===== src/rtl/kb_pkg.sv =====
// Shared definitions for the PS/2 keyboard event decoder.
// Contents: decoder FSM state enum, prefix/modifier scancodes, pause skip length,
//           and a helper that recognises line-status bytes that carry no key data.
package kb_pkg;

  typedef enum logic [2:0] {
    IDLE,
    EXT,
    BRK,
    EXT_BRK,
    PAUSE
  } kb_state_t;

  localparam logic [7:0] SC_E0     = 8'hE0;
  localparam logic [7:0] SC_F0     = 8'hF0;
  localparam logic [7:0] SC_E1     = 8'hE1;
  localparam logic [7:0] SC_LSHIFT = 8'h12;
  localparam logic [7:0] SC_RSHIFT = 8'h59;
  localparam logic [7:0] SC_CAPS   = 8'h58;

  // Bytes following E1 in the Pause key sequence (E1 14 77 E1 F0 14 F0 77).
  localparam logic [2:0] PAUSE_SKIP = 3'd7;

  // Controller/keyboard status bytes (ack, BAT, echo, resend, errors).
  function automatic logic is_ignored(input logic [7:0] b);
    return b inside {8'h00, 8'hAA, 8'hEE, 8'hFA, 8'hFE, 8'hFF};
  endfunction

endpackage


===== src/rtl/kb_timeout.sv =====
// Saturating idle-cycle counter used to abandon stale scancode prefixes.
// Ports: clk, reset (sync, active-high), clear (restart count), enable (count
//        this cycle), expired (count has reached TIMEOUT and is holding there).
module kb_timeout #(
  parameter int TIMEOUT = 1000000
) (
  input  logic clk,
  input  logic reset,
  input  logic clear,
  input  logic enable,
  output logic expired
);

  localparam int W = $clog2(TIMEOUT + 1);
  localparam logic [W-1:0] LIMIT = W'(TIMEOUT);

  logic [W-1:0] count;

  // Saturates at LIMIT so a long idle stretch can never wrap back to zero.
  always_ff @(posedge clk) begin
    if (reset || clear) begin
      count <= '0;
    end else if (enable && (count != LIMIT)) begin
      count <= count + 1'b1;
    end
  end

  assign expired = enable && (count == LIMIT);

endmodule


===== src/rtl/kb_event_decoder.sv =====
// PS/2 set-2 byte stream to key-make events, with shift and caps-lock tracking.
// Ports: i_clk, i_reset (sync, active-high), i_byte/i_valid in; o_scancode,
//        o_extended, o_valid (1-cycle pulse, 1 cycle after last byte), o_shift, o_capslock.
// Optional: define KB_REPEAT_SUPPRESS_EN to drop typematic repeats of the last make.
module kb_event_decoder
  import kb_pkg::*;
#(
  parameter int PREFIX_TIMEOUT = 1000000
) (
  input  logic       i_clk,
  input  logic       i_reset,
  input  logic [7:0] i_byte,
  input  logic       i_valid,
  output logic [7:0] o_scancode,
  output logic       o_extended,
  output logic       o_shift,
  output logic       o_capslock,
  output logic       o_valid
);

  kb_state_t  state, next_state;
  logic [2:0] skip_cnt;
  logic       lshift, rshift, caps_held;
  logic       expired;

  logic       byte_ign, key_ext, is_make, is_break, emit_cand, emit;
  logic       is_mod, is_fake;

  kb_timeout #(.TIMEOUT(PREFIX_TIMEOUT)) u_timeout (
    .clk    (i_clk),
    .reset  (i_reset),
    .clear  (i_valid || (state == IDLE)),
    .enable (state != IDLE),
    .expired(expired)
  );

  // State register
  always_ff @(posedge i_clk) begin
    if (i_reset) state <= IDLE;
    else         state <= next_state;
  end

  // Next-state logic; a byte always takes priority over a coincident expiry.
  always_comb begin
    next_state = state;
    byte_ign   = is_ignored(i_byte);
    if (i_valid) begin
      case (state)
        IDLE: begin
          if (byte_ign)              next_state = IDLE;
          else if (i_byte == SC_E0)  next_state = EXT;
          else if (i_byte == SC_F0)  next_state = BRK;
          else if (i_byte == SC_E1)  next_state = PAUSE;
          else                       next_state = IDLE;
        end
        EXT:     next_state = (!byte_ign && i_byte == SC_F0) ? EXT_BRK : IDLE;
        BRK:     next_state = IDLE;
        EXT_BRK: next_state = IDLE;
        PAUSE:   next_state = (skip_cnt == 3'd1) ? IDLE : PAUSE;
        default: next_state = IDLE;
      endcase
    end else if (expired) begin
      next_state = IDLE;
    end
  end

  // Event decode for the byte presented this cycle.
  always_comb begin
    key_ext  = (state == EXT) || (state == EXT_BRK);
    is_make  = i_valid && !byte_ign &&
               (((state == IDLE) && !(i_byte inside {SC_E0, SC_F0, SC_E1})) ||
                ((state == EXT)  && (i_byte != SC_F0)));
    is_break = i_valid && !byte_ign && ((state == BRK) || (state == EXT_BRK));
    is_mod   = !key_ext && (i_byte inside {SC_LSHIFT, SC_RSHIFT, SC_CAPS});
    // E0 12 / E0 59 are synthetic shifts some keyboards wrap around nav keys.
    is_fake  = key_ext && (i_byte inside {SC_LSHIFT, SC_RSHIFT});
    emit_cand = is_make && !is_mod && !is_fake;
  end

`ifdef KB_REPEAT_SUPPRESS_EN
  logic       last_have;
  logic [7:0] last_code;
  logic       last_ext;
  logic       last_match;

  assign last_match = last_have && (last_code == i_byte) && (last_ext == key_ext);
  assign emit       = emit_cand && !last_match;

  always_ff @(posedge i_clk) begin
    if (i_reset) begin
      last_have <= 1'b0;
      last_code <= 8'h00;
      last_ext  <= 1'b0;
    end else if (emit) begin
      last_have <= 1'b1;
      last_code <= i_byte;
      last_ext  <= key_ext;
    end else if (is_break && last_match) begin
      last_have <= 1'b0;
    end
  end
`else
  assign emit = emit_cand;
`endif

  // Skip counter only lives while in PAUSE; loaded on entry, cleared on any exit.
  always_ff @(posedge i_clk) begin
    if (i_reset)                  skip_cnt <= 3'd0;
    else if (next_state != PAUSE) skip_cnt <= 3'd0;
    else if (state != PAUSE)      skip_cnt <= PAUSE_SKIP;
    else if (i_valid)             skip_cnt <= skip_cnt - 3'd1;
  end

  // Registered outputs and modifier state.
  always_ff @(posedge i_clk) begin
    if (i_reset) begin
      o_valid    <= 1'b0;
      o_scancode <= 8'h00;
      o_extended <= 1'b0;
      o_capslock <= 1'b0;
      lshift     <= 1'b0;
      rshift     <= 1'b0;
      caps_held  <= 1'b0;
    end else begin
      o_valid <= emit;
      if (emit) begin
        o_scancode <= i_byte;
        o_extended <= key_ext;
      end
      if (is_make && !key_ext) begin
        case (i_byte)
          SC_LSHIFT: lshift <= 1'b1;
          SC_RSHIFT: rshift <= 1'b1;
          SC_CAPS: begin
            // Held flag stops typematic repeats from toggling again.
            if (!caps_held) o_capslock <= ~o_capslock;
            caps_held <= 1'b1;
          end
          default: ;
        endcase
      end
      if (is_break && !key_ext) begin
        case (i_byte)
          SC_LSHIFT: lshift    <= 1'b0;
          SC_RSHIFT: rshift    <= 1'b0;
          SC_CAPS:   caps_held <= 1'b0;
          default: ;
        endcase
      end
    end
  end

  assign o_shift = lshift | rshift;

endmodule


===== config.mk =====
export PLATFORM = sky130hd
export DESIGN_NAME = kb_event_decoder
export DESIGN_NICKNAME = d
export VERILOG_FILES = /design/src/rtl/kb_pkg.sv /design/src/rtl/kb_timeout.sv /design/src/rtl/kb_event_decoder.sv
export SDC_FILE = /design/constraint.sdc
export NUM_CORES = 1
export LEC_CHECK = 0
export ABC_AREA = 1
export CORE_MARGIN = 10
export CORE_UTILIZATION = 40
export DETAILED_ROUTE_END_ITERATION = 7
export HOLD_SLACK_MARGIN = 0.12
export SLEW_MARGIN = 20
export SYNTH_ARGS = -nofsm -noshare
export SYNTH_HDL_FRONTEND = slang
export SYNTH_SLANG_ARGS = --single-unit

===== constraint.sdc =====
create_clock -name i_clk -period 3.36 [get_ports i_clk]
set_input_delay 0.336 -clock i_clk [delete_from_list [all_inputs] [get_ports i_clk]]
set_output_delay 0.336 -clock i_clk [all_outputs]
set_load 0.05 [all_outputs]

==> results.md, run 1 <==
* Met1 Use GR at 0.1301
* Least-Margin Pin Slew at 0.6229 ns
* Hold slack at 0.4598 ns
* Clk root buf: clkbuf_8
* Vias in the first global route at 2107
* Final setup TNS at 0 ns
* Met3 GRT Util at 0.02987
* GR peak layer: met2
* Die X-Extent at 97.30 um
* Hold Crit Class: register to register
* DR iter-0 viols at slightly below 50
* Die Area at between 0.009 and 0.01 mm^2
* Fraction of layout cells with a size suffix above 1 at 0.07653
* CTS tree: built
* ANT nets after route at 0
* CP max stage cell: clkdlybuf4s50_1
* Sequential share of the synthesized area at 0.3351
* CP cell instances: clkdlybuf4s50_1, nor3_4, inv_1, nor3b_1
* Sink Count at 40
* Initial Util at 0.4085
* Initial antenna violation count at 0
* CP required at around 3.6 ns
* RSZ-0062 raised after global routing: false
* DP HPWL at between 4000 and 5000 um
* Leakage at about 1.0 nW
* Clock Latency Late Sink at roughly 0.29 ns
* WL final at 5460 um
* Tot Pwr at 0.9701 mW
* Core footprint at 0.005851 mm^2
* Startpoint Class: input port
* Clk pin slew, worst setup/hold paths at ~0.08 ns
* GR Util met2 at 0.2006
* DRC viols at 0
* Hold buffers post-CTS at 0
* Nets@finish at 406
* Vias/cell at 4.822
* I/O pin count at 23
* Cells after Synth at 371
* Area Overhead vs Synth at 15.76%
* Max clock buf depth at 2
* Top achievable clock speed at 527.7 MHz
* Antenna Cells at 0
* Crit path kind: input port to register
* Peak supply drop at 209.4 uV
* Synth unique cells at 27
* Slowest stage delay, CP at around 0.72 ns
* GRT Total Usage at 0.1156
* CTS Buf Count at 5
* Tcrit/Tclk final at 0.5640
* Total gr overflow at 0
* 1st-pass router iterations at 4
* Post-Syn Area at approximately 0.0024 mm^2
* Crit path time final at 1.895 ns
* Clk_skew at 0.007002 ns
* Largest net degree at the start of global routing at 22
* Max Cap Viol at 0
* Max Slew Vio Count at 0
* Pwr Density at 350.7 mW/mm^2
* CP endpoint kind: register
* Core Rows at 28
* CP arrival at 2.12 ns
* H-tree levels at 2
* Syn Area/Cell at 6.441 um^2
* First-pass GRT wire length at 9459 um
* Die H at between 90 and 100 um
* Gpl congestion at between 0.8 and 0.9
* Seq cells post-synth at 40
* Via count at 2252
* Setup Viol. Count Final at 0
* Critical path peak fanout at 15
* # Post-CTS Setup Buffers at 0
* Final count of hold timing violations at 0
* DR WL/cell at 11.69 um
* CTS resizes at 0
* Status: completed
* Final core utilization at 0.4728
* Total number of yosys warnings at 0
* Post-Syn Nets at 386
* Input/output buffers at 22
* Worst rel slew slack at 0.5834
-- sequential cells by signal, summed over array words and instances, names as in the netlist, named ones only --
| name | cells |
|---|---|
| state | 3 |
| o_scancode | 8 |
| o_extended | 1 |
| skip_cnt | 3 |
| u_timeout.count | 20 |
| o_capslock | 1 |
| o_valid | 1 |
-- power by group --
part / switching, mW / internal, mW
Sequential: 0.00302 / 0.480
Clock: 0.170 / 0.221
Combinational: 0.0624 / 0.0338
Total: 0.236 / 0.735
-- cell type report --
| class | instances | area, um^2 |
|---|---|---|
| fill | 587 | 3084 |
| multi-input combinational | 270 | 1349 |
| sequential | 40 | 800.8 |
| inverter | 52 | 195.2 |
| clock inverter | 2 | 35.03 |
| timing repair buffer | 22 | 220.2 |
| tap | 75 | 93.84 |
| clock buffer | 6 | 72.57 |
-- placed cells by master (no fill, tap or decap), drive strengths merged --
master / count
nor3: 18
nor2: 43
clkdlybuf4s50: 22
nor3b: 2
nand2: 101
xnor2: 1
o21ai: 13
dfxtp: 40
inv: 52
bufinv: 1
a211oi: 1
clkbuf: 6
nand3b: 2
nand3: 35
nand4: 8
clkinv: 1
ha: 4
xor2: 7
a21oi: 35
-- critical path, delay by kind of cell --
| kind | cells | cell delay (ns) |
|---|---|---|
| buf+inv | 2 | 1.02 |
| simple gates | 2 | 0.75 |
-- cells by family (layout without fill, tap and decap cells) --
logic type	count (synthesis)	in the layout	synth area share
buffers and inverters	61	82	0.1005
DFF	40	40	0.3351
and+or+nand+nor	209	209	0.4105
adders and majority gates	4	4	0.02094
AOI/OAI and AO/OA	49	49	0.1037
xor gates and xnor gates	8	8	0.02932
-- path summary, 6_finish.rpt --
kind / slack (ns) / endpoint / from / cells past startpoint
hold / removal: 0.46 / register / register / 2
hold reg to reg: 0.46 / register / register / 2
setup / recovery: 1.46 / u_timeout.count[7] / i_reset / 4
setup reg to reg: 1.55 / u_timeout.count[9] / u_timeout.count[9] / 10
-- synthesized netlist by cell type --
| cell type | n | area (um^2) |
|---|---|---|
| nand2_1 | 94 | 352.8 |
| inv_1 | 44 | 165.2 |
| nor2_1 | 41 | 153.9 |
| dfxtp_1 | 40 | 800.8 |
| a21oi_1 | 35 | 175.2 |
| nand3_1 | 34 | 170.2 |
| nor3_1 | 14 | 70.07 |
| o21ai_0 | 13 | 65.06 |
| inv_2 | 8 | 30.03 |
| nand4_1 | 7 | 43.79 |
| xor2_1 | 7 | 61.31 |
| clkbuf_1 | 5 | 18.77 |
| nand2_2 | 5 | 31.28 |
| ha_1 | 4 | 50.05 |
| buf_2 | 3 | 15.01 |
| nand2_4 | 2 | 22.52 |
| nand3b_1 | 2 | 15.01 |
| nor3_2 | 2 | 20.02 |
| nor3_4 | 2 | 32.53 |
| nor3b_1 | 2 | 15.01 |
| a211oi_1 | 1 | 7.510 |
| buf_6 | 1 | 11.26 |
| nand3_2 | 1 | 10.01 |
| nand4_2 | 1 | 12.51 |
| nor2_4 | 1 | 11.26 |
| nor2_8 | 1 | 20.02 |
| xnor2_1 | 1 | 8.760 |
-- per-stage QoR --
stage	worst slack, ns	instance area (um^2)	std cells
after floorplan	1.890	2390	371
after global placement	1.146	2659	459
after detailed placement	1.135	2659	459
after CTS	1.436	2766	467
after global routing	1.225	2766	467
final	1.465	2766	467
-- routing by layer --
metal / wire [um] / part of all wire
met2: 2696 / 0.49
met4: 94 / 0.017
met5: 0 / 0
met3: 191 / 0.035
met1: 2477 / 0.45
No activity file was read; power rests on OpenSTA's default activity.
==> run 2, diff against run 1 <==
- clock period: 3.36 -> 1.55 ns (I/O delays scaled with it)
==> results.md, run 2 (synthesis results as in run 1) <==
* CP arrival at 1.79 ns (-0.33 ns)
* Pwr Density at 557.1 mW/mm^2 (+59%)
* Hold buffers post-CTS at 0 (unchanged)
* CP endpoint kind: register
* Vias in the first global route at 2435 (+16%)
* CTS tree: built
* GRT Total Usage at 0.1268 (+0.01119)
* FF-to-FF path depth at 7 (-3)
* Place WS at -0.4109 ns (-1.546 ns)
* Post-Place Cells at 515 (+12%)
* H-tree levels at 2 (unchanged)
* Fraction of power consumed by the clock network at 0.332 (-0.071)
* Antenna Cells at 0 (unchanged)
* Power share of the sequential group at 0.527 (+0.029)
* CP required at 1.78 ns (-1.80 ns)
* Hold slack at 0.2010 ns (-0.2587 ns)
* Core Rows at 28 (unchanged)
* Max Cap Viol at 0 (unchanged)
* Worst rel slew slack at 0.7674 (+0.1839)
* Clk_skew at 0.006194 ns (-0.0008074 ns)
* Die H at 97.30 um (unchanged)
* Sink Count at 40 (unchanged)
* Flip-flop count of the largest register after layout at 20 (unchanged)
* Vias/cell at 4.963 (+2.9%)
* Status: complete, but fails checks
* Total gr overflow at 0 (unchanged)
* Tcrit/Tclk final at 1.011
* Top achievable clock speed at 638.4 MHz
* DP HPWL at 4766 um (+13%)
* Crit path time final at 1.566 ns
* Largest net degree at the start of global routing at 17 (-23%)
* Gpl congestion at 0.8923 (+2.7%)
* Area Overhead vs Synth at 49.74%
* Clk pin slew, worst setup/hold paths at 0.08 ns (about the same)
* Reg2Reg Capture Point: u_timeout.count[15]
* Die X-Extent at 97.30 um (unchanged)
* Fraction of layout cells with a size suffix above 1 at 0.3987 (+0.3222)
* Biggest register: u_timeout.count
* Hold Crit Class: input port to register
* Failing checks: setup timing
* Fin cells at 534 (+14%)
* Final count of hold timing violations at 0 (unchanged)
* Fin worst setup slack at -0.01637 ns (-1.481 ns)
* CP endpoint: u_timeout.count[15]
* DR iter-0 viols at 79 (+61%)
* Commonest non-fill, non-tap cell in the layout: nand2_1
* Peak supply drop at 374.3 uV (+79%)
* Crit path kind: register to register
* Switch share at 0.2689 (+0.02614)
* Max clock buf depth at 2 (unchanged)
* Initial Util at 0.4085 (unchanged)
* Nets@finish at 474 (+17%)
* Max Slew Vio Count at 0 (unchanged)
* CTS Buf Count at 5 (unchanged)
* Setup Viol. Count Final at 1 (+1)
* Die Area at 0.009466 mm^2 (unchanged)
* Core footprint at 0.005851 mm^2 (unchanged)
* I/O pin count at 23 (unchanged)
* DR WL/cell at 12.49 um (+6.9%)
* Critical path peak fanout at 5 (-10)
* Combinational power share at 0.141 (+0.042)
* 1st-pass router iterations at 4 (unchanged)
* WL final at 6672 um (+22%)
* DRC viols at 0 (unchanged)
* RSZ-0062 raised after global routing: true
* Via count at 2650 (+18%)
* Initial antenna violation count at 0 (unchanged)
* Top flop regs: u_timeout.count: 20 flops, o_scancode: 8 flops
* Input/output buffers at 22 (unchanged)
* Startpoint Class: register
* Crit path launch: u_timeout.count[8]
* Leakage at 1.515 nW (+46%)
* ANT nets after route at 0 (unchanged)
* Clk root buf: clkbuf_8
* Int Pwr at 1.457 mW (+98%)
* Reg2Reg Setup Slack at -0.02 ns (-1.57 ns)
* First-pass GRT wire length at 10390 um (+9.9%)
* Final core utilization at 0.6116 (+0.1388)
* R2r startpoint: u_timeout.count[8]
* Least-Margin Pin Slew at 0.3482 ns (-0.2747 ns)
* Clock Latency Late Sink at 0.29 ns (about the same)
* Commonest cells after routing, fill and taps aside: nand2_1, buf_4, inv_1, a21oi_1, dfxtp_1
* Switch Pwr at 0.5361 mW (+130%)
==> run 2: cell count changes in the layout (fill, tap and decap cells not counted), moves of 11 or more <==
cell             previous run  this run
buf_4                       0        72
clkdlybuf4s50_1            22         2
dfxtp_1                    40        29
dfxtp_2                     0        11
nand2_1                    94        80
nand2_2                     5        16
nor2_1                     41        28
==> run 2: final cells by class <==
type	count	area, um^2
clock buffers	6	72.57
clock inverters	1	5.005
fillers	505	2272
inverters	52	202.7
multi-input cells	272	1649
flip-flops and latches	40	814.5
well taps	75	93.84
repair buffers	88	740.7
==> run 2: metal layers <==
layer	up-vias	track usage	routed length, um
met3	19	0.03485	280
met2	61	0.2269	3516
met4	0	0.04474	163
li1	1366	-	-
met1	1204	0.1395	2712
met5	-	0	0
==> run 2: repair_timing <==
| item | CTS | global route |
|---|---|---|
| gates resized for setup | 12 | 95 |
| pin swaps | 4 | 32 |
| cloned | 0 | 2 |
| setup buffers | 2 | 8 |
| hold endpoints to repair | 0 | 0 |
| setup endpoints to repair | 22 | 37 |
==> run 2: worst min-delay path by stage <==
stage | startpoint | to | slack (ns) | depth (start not counted)
2_1_floorplan | i_reset | o_extended | 0.22 | 1
3_3_place_gp | register | register | 0.45 | 2
3_5_place_dp | register | register | 0.45 | 2
4_1_cts | register | register | 0.46 | 2
5_1_grt | i_byte[2] | o_scancode[2] | 0.21 | 3
6_report | i_byte[2] | o_scancode[2] | 0.20 | 3
==> run 2: power by group through the flow <==
stage	Combinational [mW]	Clock (mW)	Sequential [mW]
after detailed placement	0.240	0	1.07
after CTS	0.245	0.688	1.05
after global routing	0.303	0.741	1.05
final	0.281	0.661	1.05
after global placement	0.240	0	1.07
after floorplan	0.0840	0	1.12
==> run 2: through the flow <==
| step | power (mW) | TNS, ns | instance area (um^2) |
|---|---|---|---|
| floorplan | 1.205 | 0 | 2390 |
| global placement | 1.312 | -6.883 | 3062 |
| detailed placement | 1.313 | -6.400 | 3062 |
| CTS | 1.982 | 0 | 3179 |
| global route | 2.097 | -0.9944 | 3578 |
| finish | 1.993 | -0.01637 | 3578 |
==> run 2: critical path: stages (launching register included) <==
cell and delay [ns]:
dfxtp_1 0.36, inv_1 0.08, buf_4 0.16, nor3_2 0.19, nor3b_1 0.35, xor2_1 0.18, nand2_1 0.06, a21oi_1 0.12
==> run 3, diff against run 2 <==
- GPL_TIMING_DRIVEN: unset -> 0
==> results.md, run 3 (synthesis results as in run 1) <==
* Status: completed
* CP arrival at 1.79 ns (about the same)
* Area Overhead vs Synth at 29.01%
* Crit path kind: register to register
* First-pass GRT wire length at 10160 um (-2.2%)
* CTS tree: built
* Sink Count at 40 (unchanged)
* WL final at 6037 um (-9.5%)
* R2r startpoint: u_timeout.count[1]
* Antenna Cells at 0 (unchanged)
* Setup Viol. Count Final at 0 (-1)
* Worst hold path cell count at 3 (unchanged)
* Max clock buf depth at 2 (unchanged)
* GRT Total Usage at 0.1251 (-0.001710)
* Fin cells at 484 (-9.4%)
* Reg2Reg Setup Slack at 0.003 ns (+0.02 ns)
* Hold path endpoint: o_scancode[2]
* Fraction of power consumed by the clock network at 0.360 (+0.028)
* Post-Place Cells at 467 (-9.3%)
* Die Area at 0.009466 mm^2 (unchanged)
* Leakage at 1.242 nW (-18%)
* Clock Latency Late Sink at 0.30 ns (about the same)
* Total gr overflow at 0 (unchanged)
* Critical path peak fanout at 6 (+1)
* Die X-Extent at 97.30 um (unchanged)
* Worst Hold Launch: i_byte[2]
* Largest net degree at the start of global routing at 14 (-3)
* Startpoint Class: register
* Top achievable clock speed at 646.3 MHz (+1.2%)
* Flip-flop count of the largest register after layout at 20 (unchanged)
* Reg2Reg Capture Point: u_timeout.count[16]
* Die H at 97.30 um (unchanged)
* Gpl congestion at 0.8357 (-6.3%)
* CTS Buf Count at 5 (unchanged)
* RSZ-0062 raised after global routing: true
* I/O pin count at 23 (unchanged)
* CP endpoint kind: register
* Core Rows at 28 (unchanged)
* Cell area after layout at 0.003083 mm^2 (-14%)
* Least-Margin Pin Slew at 0.6212 ns (+0.2730 ns)
* Initial antenna violation count at 0 (unchanged)
* Core footprint at 0.005851 mm^2 (unchanged)
* Power share of the sequential group at 0.525 (-0.002)
* Crit path time final at 1.547 ns (-0.01916 ns)
* DP Area at 0.002694 mm^2 (-12%)
* H-tree levels at 2 (unchanged)
* Clk pin slew, worst setup/hold paths at 0.09 ns (about the same)
* Final count of hold timing violations at 0 (unchanged)
* CP required at 1.79 ns (about the same)
* Hold buffers post-CTS at 0 (unchanged)
* Max Cap Viol at 0 (unchanged)
* Vias/cell at 4.969 (+0.13%)
* Nets@finish at 423 (-11%)
* 1st-pass router iterations at 4 (unchanged)
* Worst rel slew slack at 0.5859 (-0.1815)
* Commonest non-fill, non-tap cell in the layout: nand2_1
* Clk root buf: clkbuf_8
* Int Pwr at 1.427 mW (-2.1%)
* Met1 Use GR at 0.1302 (-0.009300)
* DRC viols at 0 (unchanged)
* Combinational power share at 0.115 (-0.026)
* Final setup TNS at 0 ns (+0.01637 ns)
* DP HPWL at 4473 um (-6.1%)
* Fraction of layout cells with a size suffix above 1 at 0.2372 (-0.1615)
* Input/output buffers at 21 (-4.5%)
* Vias in the first global route at 2315 (-4.9%)
* DR iter-0 viols at 60 (-24%)
* Top flop regs: u_timeout.count: 20 flops, o_scancode: 8 flops
* Tot Pwr at 1.989 mW (-0.23%)
* DR WL/cell at 12.47 um (-0.17%)
* Commonest cells after routing, fill and taps aside: nand2_1, inv_1, nor2_1, dfxtp_1, a21oi_1
* GR Util met2 at 0.2330 (+0.006173)
* Met3 GRT Util at 0.03201 (-0.002845)
* FF-to-FF path depth at 8 (+1)
* Biggest register: u_timeout.count
* GR peak layer: met2
* Tcrit/Tclk final at 0.9982 (-0.01236)
* Hold Crit Class: input port to register
* Initial Util at 0.4085 (unchanged)
* Pwr Density at 645.1 mW/mm^2 (+16%)
* ANT nets after route at 0 (unchanged)
* Switch Pwr at 0.5614 mW (+4.7%)
* Peak supply drop at 396.4 uV (+5.9%)
* Max Slew Vio Count at 0 (unchanged)
* Via count at 2405 (-9.2%)
* Clk_skew at 0.005632 ns (-0.0005626 ns)
* Switch share at 0.2823 (+0.01336)
-- run 3: stage by stage --
| step | hold slack (ns) | util | worst slack [ns] |
|---|---|---|---|
| 2_1_floorplan | 0.2241 | - | 0.07952 |
| 3_3_place_gp | 0.4450 | 0.4604 | -0.4061 |
| 3_5_place_dp | 0.4523 | 0.4604 | -0.4335 |
| 4_1_cts | 0.3302 | 0.4908 | -0.06144 |
| 5_1_grt | 0.1928 | 0.5269 | -0.1784 |
| 6_report | 0.1816 | 0.5269 | 0.002800 |
-- run 3: cell type report --
cell class,count,area [um^2]
Clock inverter,3,18.77
Tap cell,75,93.84
Timing Repair Buffer,32,302.8
Buffer,7,50.05
Fill cell,592,2768
Multi-Input combinational cell,270,1534
Sequential cell,40,814.5
Clock buffer,5,68.82
Inverter,52,200.2
-- run 3: critical path, stage by stage (launching register included) --
cell     delay, ns
dfxtp_4       0.37
ha_4          0.18
inv_4         0.05
nor3_4        0.24
nand2_1       0.10
nor3_2        0.20
xor2_1        0.16
nand2_1       0.08
a21oi_2       0.11
-- run 3: layer usage --
metal	up-vias	wire [um]	share of wire
met1	1094	2525	0.42
met5	-	0	0
met3	12	253	0.042
met4	0	121	0.020
met2	39	3136	0.52
li1	1260	-	-
-- run 3: power by group through the flow --
stage	Sequential (mW)	Combinational, mW	Clock (mW)
detailed placement	1.07	0.215	0
finish	1.04	0.228	0.717
floorplan	1.12	0.0840	0
global route	1.05	0.250	0.771
CTS	1.05	0.213	0.744
global placement	1.07	0.215	0
-- run 3: how the worst max path moves through the flow --
stage                                  start                   to  slack, ns
after floorplan           u_timeout.count[0]   u_timeout.count[8]       0.08
after global placement             i_byte[7]        o_scancode[6]      -0.41
after detailed placement           i_byte[7]        o_scancode[6]      -0.43
after CTS                 u_timeout.count[0]  u_timeout.count[16]      -0.06
after global routing      u_timeout.count[1]  u_timeout.count[16]      -0.18
final                     u_timeout.count[1]  u_timeout.count[16]      0.003
-- run 3: what timing repair did --
| item | CTS | global route |
|---|---|---|
| setup buffers | 5 | 5 |
| gates cloned | 1 | 0 |
| endpoints found under the setup margin | 45 | 36 |
| pin swaps | 9 | 20 |
| gates resized for setup | 44 | 53 |
==> RTL edit (flow settings as in run 2) <==
Add a define of `KB_REPEAT_SUPPRESS_EN`.
--- a/src/rtl/kb_event_decoder.sv
+++ b/src/rtl/kb_event_decoder.sv
@@ -3,4 +3,6 @@
 //        o_extended, o_valid (1-cycle pulse, 1 cycle after last byte), o_shift, o_capslock.
 // Optional: define KB_REPEAT_SUPPRESS_EN to drop typematic repeats of the last make.
+`define KB_REPEAT_SUPPRESS_EN
+
 module kb_event_decoder
   import kb_pkg::*;
Formal check against the unedited RTL: not equivalent (Yosys sat finds a counterexample within 4 cycles, from zero or initial values and one cycle with i_reset high).
==> RTL edit against run 2 <==
The run still ends with negative setup slack left; total power rose by 22%; via count rose by 14%; wire length rose by 23%; maximum frequency fell by 1.4%; final area rose by 17%; sequential power rose by 5%; highest routed layer unchanged; critical path type unchanged; synthesized area rose by 8.2%; sequential cell count rose by 1; worst setup slack got worse by 0.022 ns.
==> RTL edit: results (changes against run 2) <==
stage	metric	value	unit	change
synth	synth-compound-area-share	10.7	%	+0.38 points
sta	finalSetupViolCount	10		+9
synth	synth_seq_area_share	31.8	%	-1.8 points
global_route	grt_pass1_vias	2727		+12%
layout	clock_cell_area_share	2.79	%	+0.62 points
placed_design	dpl_cell_area	3340	sq um	+8.9%
critical_path	endpoint	o_scancode[0]		
synth	synthXorXnorAreaFrac	4.74	%	+1.8 points
layout	buffer_area_share	23.2	%	+2.5 points
clocking	post_cts_buffers	6		+4
global_route	grtUsageTotal	14.9	%	+2.2 points
layout	multi_input_area_share	46.1	%	about the same
critical_path	regToRegSetupSlack	-0.04	ns	-0.02 ns
drt	avgViaCountPerCell	5.03		+1.4%
global_route	grt_first_pass_wirelength	12600	um	+21%
min_path	hold_depth	5		+2
status	failed_checks	negative setup slack		
synth	synth_nets	436		+13%
clocking	cts_resized	49		+37
layout	fillers	545		+7.9%
placed_design	dp_cells	575		+12%
synth	synthTopCellsByCount	nand2_1, nor2_1, inv_1, dfxtp_1, a21oi_1		
status	status	complete, but fails checks		
synth	synthTopCellsByArea	dfxtp_1, nand2_1, nor2_1, inv_1, a21oi_1		
critical_path	r2r_start	state[0]		
layout	clkbuf_count	7		+1
power_and_ir_drop	leakagePower	1.85	nW	+22%
critical_path	cp_max_fo	14		+9
power_and_ir_drop	vdd_ir_drop_max	0.395	mV	+5.6%
min_path	hp-start	i_byte[1]		
sta	finalSetupTns	-0.176	ns	-0.160 ns
critical_path	worst-path-stages	11		+4
synth	synth_adder_area_share	1.94	%	-0.16 points
synth	synth.cell_area	2580	sq um	+8.2%
layout	seq_share	20.5	%	-2.2 points
placed_design	routabilityCongestion	0.932		+4.4%
sta	fin_ws	-0.0382	ns	-0.0218 ns
layout	comb.multi_input.count	317		+17%
drt	num_vias	3024		+14%
sta	slew_headroom	69.4	%	-7.4 points
drt	drtIter0Drc	265		+240%
layout	drive_gt1_share	41.4	%	+1.5 points
synth	synth_cells	421		+13%
placed_design	place_hpwl	5360	um	+13%
layout	layout.nets	538		+14%
drt	wl_per_cell	13.7	um	+9.6%
==> RTL edit: cell types whose count changed after synthesis, sizes merged, moves of 4 or more <==
| cell | delta |
|---|---|
| nand4 | +4 |
| nand3 | -4 |
| nand2 | +17 |
| nor3 | -6 |
| xnor2 | +4 |
| buf | +5 |
| nor2 | +28 |
==> RTL edit: routing by layer <==
| metal | vias up | part of all wire (%) | GRT usage [%] |
|---|---|---|---|
| li1 | 1545 | - | - |
| met1 | 1386 | 48 | 21.1 |
| met2 | 82 | 46 | 22.4 |
| met3 | 11 | 4.9 | 3.37 |
| met4 | 0 | 1.3 | 3.37 |
| met5 | - | 0 | 0 |
==> RTL edit: where the power goes <==
part / internal [mW] / switching (mW) / total [mW]
registers: 1.08 / 0.0220 / 1.10
logic: 0.174 / 0.245 / 0.419
clock network: 0.526 / 0.392 / 0.918
total: 1.78 / 0.659 / 2.44
